## src/rtl/bias_add_7_pkg.sv

```systemverilog
// -----------------------------------------------------------------------------
// bias_add_7_pkg
// Shared definitions for the layer-7 bias/rescale/saturate stage.
//   - Layer-7 geometry and word widths (kernel count, pixels, bias/acc/out width)
//   - FSM state encoding for the top level
//   - Counter-width helper that never returns a zero-width vector
// -----------------------------------------------------------------------------
package bias_add_7_pkg;

    // Layer-7 geometry
    localparam int kern_s_k_7   = 4;
    localparam int pixels_s_k_7 = 64;

    // Word widths for layer 7
    localparam int coeff_width  = 16;
    localparam int acc_width_7  = 32;
    localparam int out_width_7  = 16;

    typedef enum logic [0:0] {
        ST_LOAD = 1'b0,
        ST_RUN  = 1'b1
    } state_e;

    // Width of a counter over n values; at least 1 bit so n == 1 stays legal.
    function automatic int cnt_width(input int n);
        if (n > 1) begin
            return $clog2(n);
        end else begin
            return 1;
        end
    endfunction

endpackage

```

## src/rtl/bias_add_7_sat.sv

```systemverilog
// -----------------------------------------------------------------------------
// bias_add_sat
// Purely combinational datapath: sign-extend accumulator and bias to ACC_W+1
// bits, add, arithmetic right shift by SHIFT (rounds toward -inf), optional
// ReLU, then saturate into a signed OUT_W result.
// Ports:
//   acc_i  [ACC_W-1:0]   signed accumulator word
//   bias_i [COEFF_W-1:0] signed bias for the accumulator's channel
//   res_o  [OUT_W-1:0]   signed, saturated result
// -----------------------------------------------------------------------------
module bias_add_sat
    import bias_add_7_pkg::*;
#(
    parameter int COEFF_W = coeff_width,
    parameter int ACC_W   = acc_width_7,
    parameter int OUT_W   = out_width_7,
    parameter int SHIFT   = 8,
    parameter int RELU    = 1
) (
    input  logic signed [ACC_W-1:0]   acc_i,
    input  logic signed [COEFF_W-1:0] bias_i,
    output logic signed [OUT_W-1:0]   res_o
);

    // One guard bit is enough: COEFF_W <= ACC_W, so the sum cannot overflow.
    localparam int SW = ACC_W + 1;
    localparam logic signed [SW-1:0] SAT_MAX = SW'((64'sd1 <<< (OUT_W - 1)) - 64'sd1);
    // Two's complement: ~MAX == -MAX-1 == -2^(OUT_W-1)
    localparam logic signed [SW-1:0] SAT_MIN = ~SAT_MAX;

    logic signed [SW-1:0] sum_s;
    logic signed [SW-1:0] shr_s;
    logic signed [SW-1:0] clip_s;

    // Add, shift, ReLU and saturate
    always_comb begin
        sum_s = $signed({acc_i[ACC_W-1], acc_i})
              + $signed({{(SW - COEFF_W){bias_i[COEFF_W-1]}}, bias_i});
        shr_s = sum_s >>> SHIFT;
        if ((RELU != 0) && shr_s[SW-1]) begin
            clip_s = {SW{1'b0}};
        end else if (shr_s > SAT_MAX) begin
            clip_s = SAT_MAX;
        end else if (shr_s < SAT_MIN) begin
            clip_s = SAT_MIN;
        end else begin
            clip_s = shr_s;
        end
        res_o = clip_s[OUT_W-1:0];
    end

endmodule

```

## src/rtl/bias_add_7.sv

```systemverilog
// -----------------------------------------------------------------------------
// bias_add_7
// Layer-7 bias stage. Each frame first loads KERN biases from the bias FIFO
// (LOAD), then streams KERN*PIXELS accumulator words (RUN, channel innermost),
// adding the channel's bias, rescaling, ReLU and saturating via bias_add_sat.
// Results go out through a one-word output register with HLS FIFO handshake.
// Ports:
//   ap_clk, ap_rst                 clock, synchronous active-high reset
//   bias_V_dout/_empty_n/_read     bias FIFO read side
//   acc_V_dout/_empty_n/_read      accumulator FIFO read side
//   output_V_din/_full_n/_write    next-layer FIFO write side
// -----------------------------------------------------------------------------
module bias_add_7
    import bias_add_7_pkg::*;
#(
    parameter int KERN    = kern_s_k_7,
    parameter int PIXELS  = 64,
    parameter int COEFF_W = coeff_width,
    parameter int ACC_W   = 32,
    parameter int OUT_W   = 16,
    parameter int SHIFT   = 8,
    parameter int RELU    = 1
) (
    input  logic               ap_clk,
    input  logic               ap_rst,
    input  logic [COEFF_W-1:0] bias_V_dout,
    input  logic               bias_V_empty_n,
    output logic               bias_V_read,
    input  logic [ACC_W-1:0]   acc_V_dout,
    input  logic               acc_V_empty_n,
    output logic               acc_V_read,
    output logic [OUT_W-1:0]   output_V_din,
    input  logic               output_V_full_n,
    output logic               output_V_write
);

    localparam int KW = cnt_width(KERN);
    localparam int PW = cnt_width(PIXELS);
    localparam logic [KW-1:0] K_LAST = KW'(KERN - 1);
    localparam logic [PW-1:0] P_LAST = PW'(PIXELS - 1);

    state_e             state_q;
    logic [KW-1:0]      bidx_q;
    logic [KW-1:0]      ch_q;
    logic [PW-1:0]      pix_q;
    logic               out_valid_q;
    logic [OUT_W-1:0]   out_din_q;
    logic [COEFF_W-1:0] bias_q [KERN];

    logic               bias_rd_s;
    logic               acc_rd_s;
    logic [COEFF_W-1:0] bias_sel_s;
    logic [OUT_W-1:0]   res_d;

    // FIFO pop strobes: only registered state and handshake flags feed these
    always_comb begin
        bias_rd_s = 1'b0;
        acc_rd_s  = 1'b0;
        if (ap_rst) begin
            bias_rd_s = 1'b0;
            acc_rd_s  = 1'b0;
        end else begin
            case (state_q)
                ST_LOAD: bias_rd_s = bias_V_empty_n;
                // A pop is allowed when the output register is free or drains this cycle
                ST_RUN:  acc_rd_s  = acc_V_empty_n && (!out_valid_q || output_V_full_n);
                default: begin
                    bias_rd_s = 1'b0;
                    acc_rd_s  = 1'b0;
                end
            endcase
        end
    end

    assign bias_sel_s = bias_q[ch_q];

    bias_add_sat #(
        .COEFF_W (COEFF_W),
        .ACC_W   (ACC_W),
        .OUT_W   (OUT_W),
        .SHIFT   (SHIFT),
        .RELU    (RELU)
    ) u_sat (
        .acc_i  (acc_V_dout),
        .bias_i (bias_sel_s),
        .res_o  (res_d)
    );

    // Bias register file: no reset, every frame reloads it before RUN reads it
    always_ff @(posedge ap_clk) begin
        if (bias_rd_s) begin
            bias_q[bidx_q] <= bias_V_dout;
        end
    end

    // FSM, frame counters and output register
    always_ff @(posedge ap_clk) begin
        if (ap_rst) begin
            state_q     <= ST_LOAD;
            bidx_q      <= {KW{1'b0}};
            ch_q        <= {KW{1'b0}};
            pix_q       <= {PW{1'b0}};
            out_valid_q <= 1'b0;
            out_din_q   <= {OUT_W{1'b0}};
        end else begin
            case (state_q)
                ST_LOAD: begin
                    if (bias_rd_s) begin
                        if (bidx_q == K_LAST) begin
                            bidx_q  <= {KW{1'b0}};
                            state_q <= ST_RUN;
                        end else begin
                            bidx_q <= bidx_q + KW'(1);
                        end
                    end
                end
                ST_RUN: begin
                    if (acc_rd_s) begin
                        if (ch_q == K_LAST) begin
                            ch_q <= {KW{1'b0}};
                            if (pix_q == P_LAST) begin
                                pix_q   <= {PW{1'b0}};
                                state_q <= ST_LOAD;
                            end else begin
                                pix_q <= pix_q + PW'(1);
                            end
                        end else begin
                            ch_q <= ch_q + KW'(1);
                        end
                    end
                end
                default: state_q <= ST_LOAD;
            endcase

            // A pop always refills; otherwise a transferred word empties the register.
            // The output side runs independently of LOAD at frame boundaries.
            if (acc_rd_s) begin
                out_din_q   <= res_d;
                out_valid_q <= 1'b1;
            end else if (out_valid_q && output_V_full_n) begin
                out_valid_q <= 1'b0;
            end
        end
    end

    assign bias_V_read    = bias_rd_s;
    assign acc_V_read     = acc_rd_s;
    assign output_V_write = out_valid_q;
    assign output_V_din   = out_din_q;

endmodule

```

## config.mk

```make
export PLATFORM = sky130hd
export DESIGN_NAME = bias_add_7
export DESIGN_NICKNAME = d
export VERILOG_FILES = /design/src/rtl/bias_add_7_pkg.sv /design/src/rtl/bias_add_7_sat.sv /design/src/rtl/bias_add_7.sv
export SDC_FILE = /design/constraint.sdc
export NUM_CORES = 1
export LEC_CHECK = 0
export ABC_CLOCK_PERIOD_IN_PS = 11000
export BUFFER_PORTS_ARGS = -buffer_cell sky130_fd_sc_hd__buf_2
export CORE_MARGIN = 2
export CORE_UTILIZATION = 40
export DETAILED_ROUTE_END_ITERATION = 8
export GPL_TIMING_DRIVEN = 0
export HOLD_SLACK_MARGIN = 0.12
export PLACE_DENSITY = 0.7
export SYNTH_ARGS = -nofsm -noshare
export SYNTH_HDL_FRONTEND = slang
export SYNTH_HIERARCHICAL = 1
export SYNTH_SLANG_ARGS = --single-unit
export TNS_END_PERCENT = 50
```

## constraint.sdc

```tcl
create_clock -name ap_clk -period 11 [get_ports ap_clk]
set_input_delay 1.1 -clock ap_clk [delete_from_list [all_inputs] [get_ports ap_clk]]
set_output_delay 1.1 -clock ap_clk [all_outputs]
set_load 0.01 [all_outputs]
```

==> impl_metrics.env <==
export IMPL_antenna_cells=0
export IMPL_mostFrequentLayoutCells="buf_2 (76), edfxtp_1 (64), nand2_1 (48)"
export IMPL_grt_max_degree=18
export IMPL_drt_antenna_violating_nets=0
export IMPL_fin_crit_sh=0.404
export IMPL_crit_chain="buf_2 -> buf_4 -> mux4_2 -> ha_1 -> and4_1 -> a31oi_1 -> o31ai_2 -> a41oi_2 -> o211a_1 -> a2111oi_4 -> buf_6 -> a41oi_1 -> nand2_1 -> o21ai_0"
export IMPL_slowest_stage="mux4_2"
export IMPL_core_area_um2=13100
export IMPL_setup_viol=0
export IMPL_clk_transition_reported_paths_ns=0.07
export IMPL_syn_nets=553
export IMPL_viasPerCell=5.52
export IMPL_ys_flop_type="edfxtp_1"
export IMPL_dp_hpwl_um=8850
export IMPL_p_total_mw=0.837
export IMPL_yosysUniqueCellTypes=65
export IMPL_htree_levels=3
export IMPL_syn2layout_area_growth_pct=16.0
export IMPL_rsz0062_at_grt="no"
export IMPL_hold_viol=0
export IMPL_cts_buffers=9
export IMPL_drt_initial_drc_count=347
export IMPL_yosysWarnings=6
export IMPL_power_per_cell_area_nw_per_um2=135
export IMPL_worst_setup_path_start_kind="flip-flop"
export IMPL_worstSetupPathType="reg -> reg"
export IMPL_num_rows=42
export IMPL_wl_per_cell_um=16.1
export IMPL_clockBufferDepth=2
export IMPL_synth_cells=463
export IMPL_fmax_mhz=225
export IMPL_grt_pass1_wl_um=19100
export IMPL_num_vias=4008
export IMPL_numPortBuffers=71
export IMPL_wirelength_um=11700
export IMPL_routed_top_layer="met5"
export IMPL_end_kind="flip-flop"
export IMPL_slew_limit_headroom=0.407
export IMPL_root_buffer="clkbuf_16"
export IMPL_async_flop_share=0
export IMPL_die_y_um=120
export IMPL_cts_sinks=94
export IMPL_finalMaxSlewViolations=0
export IMPL_die_w_um=120
export IMPL_layout_commonest_cell="buf_2"
export IMPL_grt_pass1_vias=3966
export IMPL_drc=0
export IMPL_outcome="completed"
export IMPL_die_area_um2=14300
export IMPL_gp_congestion=0.954
export IMPL_p_leak_nw=2.38
export IMPL_synth_edf_count=64
export IMPL_nets=635
export IMPL_arrival_ns=4.65
export IMPL_ctsHoldBuffers=0
export IMPL_wl_met3_um=649
export IMPL_firstDrtPassIters=5
export IMPL_fin_crit_ns=4.44
export IMPL_hp_class="reg -> reg"
export IMPL_overflow=0
export IMPL_finClkSkew_ns=0.0100
export IMPL_worstPathMaxFanout=10
export IMPL_seq_area_frac_synth=0.472
export IMPL_cts_resized=0
export IMPL_clk_latency_ns=0.34
export IMPL_syn_area_um2=5340
export IMPL_cap_violations=0
export IMPL_worst_ep_required_time_ns=11.21
export IMPL_setup_tns_ns=0
export IMPL_syn_avg_cell_area_um2=11.5
export IMPL_grt_usage=0.168
export IMPL_io_pins=72
export IMPL_antenna_found_initial=2
export IMPL_tightest_slew_ns=0.890
export IMPL_critical_path_max_stage_delay_ns=0.56
export IMPL_wl_met1_um=4960
export IMPL_wl_met2_um=5880
export IMPL_cts_setup_buffers=0
export IMPL_layout_drive_gt1_share=0.249
export IMPL_initial_core_util=0.406
export IMPL_whs_ns=0.466
export IMPL_cts_tree="yes"
export IMPL_ys_ff_latch=94
export IMPL_worst_ir_drop_vdd_v=0.0000710
through the flow:
step | worst slack (ns) | utilization | cell area [um2] | cells
after floorplan | 7.29 | - | 5340 | 463
after global placement | 6.64 | 0.450 | 5920 | 710
after detailed placement | 6.60 | 0.450 | 5920 | 710
after CTS | 6.56 | 0.472 | 6190 | 726
after global routing | 6.30 | 0.472 | 6190 | 726
final | 6.56 | 0.472 | 6190 | 726
final timing paths:
check / startpoint / to / slack (ns) / cells past startpoint
hold reg to reg: pix_q[4] / pix_q[4] / 0.47 / 1
setup / recovery: flip-flop / output_V_din[8] / 6.56 / 14
setup reg to reg: flip-flop / output_V_din[8] / 6.56 / 14
hold / removal: pix_q[4] / pix_q[4] / 0.47 / 1
logic make-up (layout without fill, tap and decap cells):
group	count (synthesis)	count (layout)	synth area share
and+or+nand+nor	137	137	0.140
AOI/OAI and AO/OA	127	127	0.165
DFF	94	94	0.472
adders and majority gates	37	37	0.0867
buffers and inverters	31	118	0.0344
xor gates and xnor gates	19	19	0.0312
muxes	17	17	0.0694
other	1	1	0.000702
registers in the layout, summed over array words and instances (netlist names), named ones only:
register	flops
output_V_write	1
output_V_din	16
state_q	1
pix_q	6
ch_q	2
bias_q	64
bidx_q	2
cell type report:
cell class | instances | area (um2)
plain buffers | 20 | 143
clock buffers | 10 | 229
clock inverters | 6 | 50.0
fillers | 1218 | 6940
inverters | 11 | 41.3
multi-input cells | 338 | 2630
flip-flops and latches | 94 | 2520
well taps | 176 | 220
repair buffers | 71 | 355
synth_stat cells, drive strengths merged (9+ instances only):
master   n  share of area
mux4    16          0.067
inv     11         0.0077
ha      37          0.087
nand3   16          0.017
dfxtp   30           0.11
and3     9          0.011
nor2    12         0.0084
edfxtp  64           0.36
xor2    11          0.018
a21o    11          0.015
buf     16          0.024
a41oi   16          0.029
o21ai   29          0.027
nand2   48          0.034
a21oi   31          0.030
nand2b  19          0.024
worst max-delay path: cells and delay by family, from the launching register on:
family          cells  cell delay, ns
compound gates      7            1.96
fa+ha+maj           1            0.40
buf+inv             3            0.72
flops               1            0.30
mux                 1            0.56
simple gates        2            0.37
layer usage:
| layer | vias up | track usage |
|---|---|---|
| li1 | 1946 | - |
| met1 | 1930 | 0.201 |
| met2 | 108 | 0.297 |
| met3 | 20 | 0.0433 |
| met4 | 4 | 0.0551 |
| met5 | - | 0 |
power by group:
part	internal [mW]	leakage [nW]	switching, mW
sequential	0.388	0.824	0.00348
combinational	0.0666	1.42	0.0927
clock	0.157	0.136	0.130
(Power assumes the default switching activity.)
